[config.mk]
export PLATFORM = sky130hd
export DESIGN_NAME = word_drain_streamer
export DESIGN_NICKNAME = d
export VERILOG_FILES = /design/src/rtl/drain_pkg.sv /design/src/rtl/drain_out_slice.sv /design/src/rtl/word_drain_streamer.sv
export SDC_FILE = /design/constraint.sdc
export NUM_CORES = 1
export LEC_CHECK = 0
export ABC_AREA = 1
export CAP_MARGIN = 20
export CORE_AREA = 2 2 58 60
export CTS_CLUSTER_DIAMETER = 100
export DETAILED_ROUTE_END_ITERATION = 6
export DIE_AREA = 0 0 60 62
export PLACE_DENSITY = 0.79
export SYNTH_ARGS = -nofsm -noshare
export SYNTH_HDL_FRONTEND = slang
export SYNTH_SLANG_ARGS = --single-unit
[constraint.sdc]
create_clock -name clk -period 1.65 [get_ports clk]
set_input_delay 0.2475 -clock clk [delete_from_list [all_inputs] [get_ports clk]]
set_output_delay 0.2475 -clock clk [all_outputs]
set_load 0.05 [all_outputs]
[src/rtl/drain_pkg.sv]
// Shared constants for word_drain_streamer: one-hot state codes, size defaults, counter width.
// Optional feature macro: WORD_DRAIN_CHECKSUM_EN (adds the CSUM state and a 5-bit state vector).
package drain_pkg;

  localparam int W_DEF     = 16;
  localparam int DEPTH_DEF = 16;
  localparam int AW_DEF    = 4;

`ifdef WORD_DRAIN_CHECKSUM_EN
  localparam int STATE_W = 5;
`else
  localparam int STATE_W = 4;
`endif

  typedef logic [STATE_W-1:0] state_t;

  localparam state_t S_IDLE   = STATE_W'(1);
  localparam state_t S_LOAD   = STATE_W'(2);
  localparam state_t S_STREAM = STATE_W'(4);
  localparam state_t S_FIN    = STATE_W'(8);
`ifdef WORD_DRAIN_CHECKSUM_EN
  localparam state_t S_CSUM   = STATE_W'(16);
`endif

  // Width of a counter that indexes 0..depth-1; never narrower than one bit.
  function automatic int cnt_width(input int depth);
    return (depth > 1) ? $clog2(depth) : 1;
  endfunction

endpackage

[src/rtl/drain_out_slice.sv]
// Stream output register: m_data load/hold, m_valid set/clear, m_last qualified by m_valid.
module drain_out_slice #(
  parameter int W = 16
) (
  input  logic         clk,
  input  logic         rst_n,
  input  logic         load,
  input  logic [W-1:0] din,
  input  logic         set_valid,
  input  logic         clr_valid,
  input  logic         last_cond,
  output logic [W-1:0] m_data,
  output logic         m_valid,
  output logic         m_last
);

  // NOTE: state is written with <= so every flop samples pre-edge values; = here would create order-dependent races.
  always_ff @(posedge clk) begin
    if (!rst_n) begin
      m_data  <= '0;
      m_valid <= 1'b0;
    end else begin
      if (load) m_data <= din;
      if (clr_valid)      m_valid <= 1'b0;
      else if (set_valid) m_valid <= 1'b1;
    end
  end

  assign m_last = m_valid & last_cond;

endmodule

[src/rtl/word_drain_streamer.sv]
// Drains the packed-word RAM onto a valid/ready stream on each IDLE-time rising edge of fsm_done.
// Optional feature macro: WORD_DRAIN_CHECKSUM_EN appends a modulo-2^W sum beat to every run.
module word_drain_streamer
  import drain_pkg::*;
#(
  parameter int W     = W_DEF,
  parameter int DEPTH = DEPTH_DEF,
  parameter int AW    = AW_DEF
) (
  input  logic          clk,
  input  logic          rst_n,
  input  logic          fsm_done,
  output logic [AW-1:0] rd_add,
  input  logic [W-1:0]  rd_data,
  output logic [W-1:0]  m_data,
  output logic          m_valid,
  input  logic          m_ready,
  output logic          m_last,
  output logic          busy,
  output logic          drain_done
);

  localparam int             CW       = cnt_width(DEPTH);
  localparam logic [CW-1:0]  LAST_CNT = CW'(DEPTH - 1);

  state_t        state, state_nxt;
  logic          done_q;
  logic [CW-1:0] cnt;
  logic          start, hs, at_last;

  logic          out_load, set_valid, clr_valid, last_cond;
  logic [W-1:0]  out_din;
  logic          addr_clr, addr_inc, cnt_clr, cnt_inc;

`ifdef WORD_DRAIN_CHECKSUM_EN
  logic [W-1:0]  sum;
  logic          sum_clr, sum_add;
`endif

  assign start   = fsm_done & ~done_q;
  assign hs      = m_valid & m_ready;
  assign at_last = (cnt == LAST_CNT);

  always_ff @(posedge clk) begin
    if (!rst_n) state <= S_IDLE;
    else        state <= state_nxt;
  end

  always_comb begin
    state_nxt = S_IDLE;
    case (state)
      S_IDLE:   state_nxt = start ? S_LOAD : S_IDLE;
      S_LOAD:   state_nxt = S_STREAM;
`ifdef WORD_DRAIN_CHECKSUM_EN
      S_STREAM: state_nxt = (hs && at_last) ? S_CSUM : S_STREAM;
      S_CSUM:   state_nxt = hs ? S_FIN : S_CSUM;
`else
      S_STREAM: state_nxt = (hs && at_last) ? S_FIN : S_STREAM;
`endif
      S_FIN:    state_nxt = S_IDLE;
      default:  state_nxt = S_IDLE;
    endcase
  end

  // NOTE: every signal driven here gets a default first, so no path leaves one unassigned and no latch is inferred.
  always_comb begin
    out_load  = 1'b0;
    out_din   = rd_data;
    set_valid = 1'b0;
    clr_valid = 1'b0;
    addr_clr  = 1'b0;
    addr_inc  = 1'b0;
    cnt_clr   = 1'b0;
    cnt_inc   = 1'b0;
`ifdef WORD_DRAIN_CHECKSUM_EN
    sum_clr   = 1'b0;
    sum_add   = 1'b0;
    last_cond = (state == S_CSUM);
`else
    last_cond = at_last;
`endif
    case (state)
      S_IDLE: begin
        addr_clr = 1'b1;
        cnt_clr  = 1'b1;
      end
      S_LOAD: begin
        out_load  = 1'b1;
        addr_inc  = 1'b1;
        set_valid = 1'b1;
`ifdef WORD_DRAIN_CHECKSUM_EN
        sum_clr   = 1'b1;
`endif
      end
      S_STREAM: begin
        if (hs) begin
`ifdef WORD_DRAIN_CHECKSUM_EN
          sum_add = 1'b1;
          if (at_last) begin
            // The final data word is folded in on the fly so the sum beat follows with no bubble.
            out_load = 1'b1;
            out_din  = sum + m_data;
          end else begin
            out_load = 1'b1;
            addr_inc = 1'b1;
            cnt_inc  = 1'b1;
          end
`else
          if (at_last) begin
            clr_valid = 1'b1;
          end else begin
            out_load = 1'b1;
            addr_inc = 1'b1;
            cnt_inc  = 1'b1;
          end
`endif
        end
      end
`ifdef WORD_DRAIN_CHECKSUM_EN
      S_CSUM: begin
        if (hs) clr_valid = 1'b1;
      end
`endif
      S_FIN: ;
      default: clr_valid = 1'b1;
    endcase
  end

  always_ff @(posedge clk) begin
    if (!rst_n) begin
      done_q <= 1'b0;
      rd_add <= '0;
      cnt    <= '0;
    end else begin
      done_q <= fsm_done;
      if (addr_clr)      rd_add <= '0;
      else if (addr_inc) rd_add <= rd_add + 1'b1;
      if (cnt_clr)       cnt <= '0;
      else if (cnt_inc)  cnt <= cnt + 1'b1;
    end
  end

`ifdef WORD_DRAIN_CHECKSUM_EN
  always_ff @(posedge clk) begin
    if (!rst_n)       sum <= '0;
    else if (sum_clr) sum <= '0;
    else if (sum_add) sum <= sum + m_data;
  end
`endif

  drain_out_slice #(.W(W)) u_out (
    .clk       (clk),
    .rst_n     (rst_n),
    .load      (out_load),
    .din       (out_din),
    .set_valid (set_valid),
    .clr_valid (clr_valid),
    .last_cond (last_cond),
    .m_data    (m_data),
    .m_valid   (m_valid),
    .m_last    (m_last)
  );

  assign busy       = (state != S_IDLE);
  assign drain_done = (state == S_FIN);

endmodule

==> run_results.csv, run 1 <==
group,metric,value,unit
run_status,status,"finished, final reports clean",
setup_path,path_class,"register to primary output",
sta,hold_slack,0.418,ns
sta,post-route-min-period,1.55,ns
placement,postPlaceCellArea,1790,µm²
setup_path,cp_data_arrival_time,1.30,ns
die,core,3180,µm²
die,die_y,62,µm
detailed_routing,drt_iter0_drc,35,
hold_path,hold_path.class,"register to register",
placement,placed_cells,279,
die,fp-row-count,21,
synth,synth-main-ff-cell,"dfxtp_1",
layout,area_growth_syn_to_layout,41.3,%
sta,rsz0062_at_grt,"false",
clock_tree,root_buffer,"clkbuf_4",
clock_tree,cts_sinks,30,
global_routing,overflow,0,
clock_tree,tritoncts.num_buffers,5,
synth,yosys-top-cells-area,"dfxtp_1 44%, nand2_1 15%, nor2_1 12%",
power_and_ir_drop,power_density,781,nW/µm²
clock_tree,clk_pin_slew,0.08,ns
die,start_util,0.425,
synth,ys_seq_elements,30,
layout,n_fill_cell,286,
setup_path,worst_setup_path_start_kind,"register",
sta,worst_slew_pin_slew,0.296,ns
synth,synth_top_area_cell,"dfxtp_1",
detailed_routing,route.antenna.remaining_nets,0,
sta,finalHoldViolations,0,
synth,syn-cell-area,1350,µm²
synth,synth_warnings,0,
detailed_routing,routed_wirelength,2.76,mm
global_routing,grt_pass1_wl,4.26,mm
synth,synth_top_area_frac,0.445,
sta,skew,0.00236,ns
sta,fin_crit_sh,0.937,
synth,ys_top_cells_by_count,"53 x nand2_1, 43 x nor2_1, 30 x dfxtp_1, 27 x inv_1, 11 x nand3_1",
power_and_ir_drop,vdd_ir_drop_max,582,µV
synth,synth_most_common_cell,"nand2_1",
synth,ys_seq_area_frac,0.445,
setup_path,path_cells,"nor2_2 -> inv_1 -> nor3_2 -> buf_12",
layout,nNetsFinal,265,
synth,avgSynthCellArea,6.96,µm²
detailed_routing,routed_via_density,4.43,
synth,yosys.cell_types.count,19,
layout,final_cells,288,
clock_tree,max-clock-path-buffers,2,
placement,routabilityCongestion,0.766,
layout,antenna_cells,0,
power_and_ir_drop,power,1.49,mW
job,maxCapViolCount,0,
synth,syn-num-nets,216,
sta,setup_viol,0,
setup_path,cp-startpoint,"state[0]",
sta,relSlewSlack,0.801,
placement,dp_hpwl,1.88,mm
synth,synthArstFlopShare,0,
clock_tree,cts_tree,"done",
die,dieWidth,60,µm
detailed_routing,wl_per_cell,9.59,µm
detailed_routing,drc,0,
global_routing,grt_max_degree,35,
global_routing,grt_use_total,0.157,
setup_path,worst_setup_path_end_kind,"primary output",
setup_path,cpPeakStageDelay,0.34,ns
clock_tree,insertion_delay,0.32,ns
setup_path,slowest_stage,"dfxtp_1",
detailed_routing,vias,1275,
global_routing,grt_pass1_vias,1024,
synth,synth-edff-count,0,
placement,numPortBuffers,43,
layout,multi_input_area,642,µm²
detailed_routing,firstDrtPassIters,4,
sta,report.final.slew_viol_count,0,
die,io_pins,44,
layout,design_area,1910,µm²
synth,syn_inst,194,
setup_path,worst_ep_required_time,1.40,ns
sta,fmax,647,MHz
layout,drive_gt1_frac,0.202,
setup_path,r2r-start,"cnt[1]",
power_and_ir_drop,p_leak,0.967,nW
die,die-area,3720,µm²
global_routing,antenna_found_initial,0,
hold_path,hold_start,"done_q",
clock_tree,cts_max_level,2,
layout,regArea,602,µm²
setup_path,path_max_fanout,3,
## cell usage in the layout, fill, tap and decap left out
cell,instances
nand2_4,1
inv_2,3
nor2_8,2
nor2_1,42
clkdlybuf4s50_1,19
nor3_2,1
ha_4,1
nand3_2,3
nor2_4,2
nand3_1,9
dfxtp_2,1
dfxtp_1,29
a21oi_1,7
clkbuf_8,1
ha_1,1
nor3_1,1
buf_12,4
inv_1,27
o21ai_0,2
nand2_2,1
clkbuf_4,5
xnor2_1,2
nand2_1,53
buf_4,23
nor2_2,1
xor2_1,1
## final timing paths
kind	endpoint	depth (start not counted)	slack (ns)
setup / recovery	drain_done	4	0.10
hold / removal	state[1]	1	0.42
setup reg to reg	u_out.m_data[7]	8	0.20
hold reg to reg	state[1]	1	0.42
## registers in the layout, indices dropped and copies added (netlist names)
register / count
u_out.m_data: 16
cnt: 4
rd_add: 4
state: 4
done_q: 1
u_out.m_valid: 1
## cell families after synthesis
group / count (synthesis) / synth area share
AO/OA/AOI/OAI: 9 / 0.0334
XOR/XNOR: 3 / 0.0195
flip-flops: 30 / 0.445
AND/OR/NAND/NOR: 115 / 0.370
buffers and inverters: 35 / 0.114
adder cells (fa/ha/maj): 2 / 0.0185
## critical path: cells and delay by family (launching register included)
family                 cells  cell delay, ns
buffers and inverters      2            0.25
DFF                        1            0.34
and+or+nand+nor            2            0.38
## per-layer routing
layer,vias to the layer above,global-route usage,share of wire
met2,37,0.247,0.45
met1,558,0.186,0.49
met5,-,0,0
li1,678,-,-
met3,2,0.0600,0.060
met4,0,0.0857,0.0065
## where the power goes
part	total, mW	leakage, nW	switching (mW)	internal [mW]
sequential	0.767	0.243	0.0170	0.750
combinational	0.301	0.693	0.179	0.121
clock	0.423	0.0302	0.232	0.192
## repair_timing
| action | CTS | global route |
|---|---|---|
| buffers inserted | 1 | 1 |
| gates resized for setup | 2 | 4 |
| gates cloned | 0 | 1 |
| hold buffers | 0 | 0 |
| endpoints found under the setup margin | 1 | 19 |
| pin swaps | 1 | 3 |
## area by class of cell
cell class | count | share of cell area
clock buffer | 6 | 0.0269
inverter | 30 | 0.0590
multi-input combinational | 130 | 0.336
sequential | 30 | 0.315
tap | 46 | 0.0302
timing repair buffer | 46 | 0.232
## through the flow
stage	utilization	worst slack (ns)	setup TNS (ns)
6_report	0.600	0.104	0
5_1_grt	0.600	0.0135	0
4_1_cts	0.584	0.0116	0
3_5_place_dp	0.563	-0.0200	-0.0830
3_3_place_gp	0.563	0.00971	0
2_1_floorplan	-	0.00727	0
No activity file was read; power rests on OpenSTA's default activity.
==> run 2: changes to the inputs <==
--- a/config.mk
+++ b/config.mk
@@ -12,6 +12,7 @@
 export DETAILED_ROUTE_END_ITERATION = 6
 export DIE_AREA = 0 0 60 62
 export PLACE_DENSITY = 0.79
+export REMOVE_ABC_BUFFERS = 1
 export SYNTH_ARGS = -nofsm -noshare
 export SYNTH_HDL_FRONTEND = slang
 export SYNTH_SLANG_ARGS = --single-unit
==> run_results.csv, run 2 (synthesized netlist as in run 1, its figures left out) <==
group,metric,value,unit
setup_path,cp_data_arrival_time,1.32,ns
job,maxCapViolCount,0,
run_status,status,"finished, final reports clean",
detailed_routing,firstDrtPassIters,4,
layout,n_fill_cell,301,
power_and_ir_drop,clkPwrFrac,0.285,
die,die-area,3720,µm²
die,core,3180,µm²
global_routing,grt_pass1_wl,4.39,mm
setup_path,r2r-start,"cnt[1]",
power_and_ir_drop,p_sw_frac,0.288,
sta,post-route-min-period,1.56,ns
global_routing,grt_use_total,0.164,
layout,final_cell_mix,"53 x nand2_1, 42 x nor2_1, 29 x dfxtp_1",
layout,antenna_cells,0,
placement,numPortBuffers,43,
power_and_ir_drop,p_seq_frac,0.516,
clock_tree,clk_pin_slew,0.09,ns
sta,setup_viol,0,
sta,worst_slew_pin_slew,0.386,ns
die,start_util,0.425,
setup_path,cp-startpoint,"cnt[1]",
sta,fin_crit_sh,0.948,
setup_path,worst_setup_path_start_kind,"register",
detailed_routing,routed_wirelength,2.75,mm
global_routing,grt_pass1_vias,1053,
power_and_ir_drop,p_leak,0.961,nW
detailed_routing,drc,0,
setup_path,path_class,"register to primary output",
power_and_ir_drop,switchingPower,429,µW
layout,drive_gt1_frac,0.202,
sta,report.final.slew_viol_count,0,
global_routing,antenna_found_initial,0,
layout,design_area,1890,µm²
die,fp-row-count,21,
placement,postPlaceCellArea,1790,µm²
placement,routabilityCongestion,0.808,
layout,nNetsFinal,265,
clock_tree,max-clock-path-buffers,2,
clock_tree,cts_sinks,30,
global_routing,overflow,0,
global_routing,grt_max_degree,35,
detailed_routing,wl_per_cell,9.56,µm
clock_tree,tritoncts.num_buffers,5,
setup_path,path_max_fanout,3,
placement,placed_cells,280,
die,io_pins,44,
power_and_ir_drop,combPwrFrac,0.200,
setup_path,worst_ep_required_time,1.40,ns
detailed_routing,route.antenna.remaining_nets,0,
detailed_routing,drt_iter0_drc,28,
die,die_y,62,µm
layout,largest_register_ff_count,16,
clock_tree,root_buffer,"clkbuf_4",
layout,final_common_cell,"nand2_1",
sta,relSlewSlack,0.742,
power_and_ir_drop,power_density,789,nW/µm²
power_and_ir_drop,p_int,1.06,mW
layout,area_growth_syn_to_layout,39.7,%
layout,top_register,"u_out.m_data",
clock_tree,insertion_delay,0.33,ns
sta,rsz0062_at_grt,"false",
sta,finalHoldViolations,0,
hold_path,hold_start,"done_q",
sta,skew,0.00565,ns
clock_tree,cts_max_level,2,
die,dieWidth,60,µm
placement,dp_hpwl,1.92,mm
detailed_routing,routed_via_density,4.29,
power_and_ir_drop,vdd_ir_drop_max,529,µV
setup_path,worst_setup_path_end_kind,"primary output",
layout,final_cells,288,
detailed_routing,vias,1236,
clock_tree,cts_tree,"done",
hold_path,hold_path.class,"register to register",
sta,fmax,639,MHz
==> run 2: cell counts in the layout (fill, tap and decap cells not counted) <==
No cell type changed its count.
==> run 2: power by group through the flow <==
stage               combinational, mW  sequential, mW  clock (mW)
global placement                0.291           0.783           0
finish                          0.297           0.767       0.423
global route                    0.325           0.770       0.474
floorplan                       0.105           0.844           0
detailed placement              0.293           0.783           0
CTS                             0.295           0.766       0.441
==> run 2: final cells by class <==
class | count | area, µm² | share of cell area
multi-input combinational | 130 | 632 | 0.335
sequential | 30 | 602 | 0.319
timing repair buffer | 46 | 430 | 0.228
inverter | 30 | 113 | 0.0597
tap | 46 | 57.6 | 0.0305
clock buffer | 6 | 51.3 | 0.0272
==> run 2: path summary, 6_finish.rpt <==
path,endpoint,slack (ns),depth (start not counted)
setup / recovery,m_last,0.09,4
hold / removal,state[1],0.43,1
setup reg to reg,u_out.m_data[6],0.10,8
hold reg to reg,state[1],0.43,1
==> run 2: through the flow <==
stage,hold slack (ns),worst slack [ns],setup TNS [ns],utilization,power [mW]
after floorplan,0.368,-0.237,-0.615,-,0.950
after global placement,0.406,0.0184,0,0.563,1.07
after detailed placement,0.426,0.00447,0,0.563,1.08
after CTS,0.437,0.0301,0,0.586,1.50
after global routing,0.441,0.000294,0,0.593,1.57
final,0.434,0.0856,0,0.593,1.49
==> run 2: layer usage <==
metal	track usage	wire length (µm)	share of wire	up-vias
met5	0	0	0	-
met4	0.0762	65	0.024	0
met3	0.0994	276	0.10	8
met2	0.247	1220	0.44	39
met1	0.186	1200	0.43	515
li1	-	-	-	674
==> run 2: worst max-delay path: stages (launching register included) <==
cell and delay [ns]:
dfxtp_1 0.36, ha_2 0.21, nand3_2 0.13, nor2_4 0.14, buf_12 0.14
==> run 2: repair_timing <==
action / 4_1_cts / 5_1_grt
pin swaps: 1 / 2
gates resized for setup: 4 / 3
buffers inserted: 1 / 0
setup endpoints to repair: 2 / 14
gates cloned: 0 / 1
hold buffers: 0 / 0
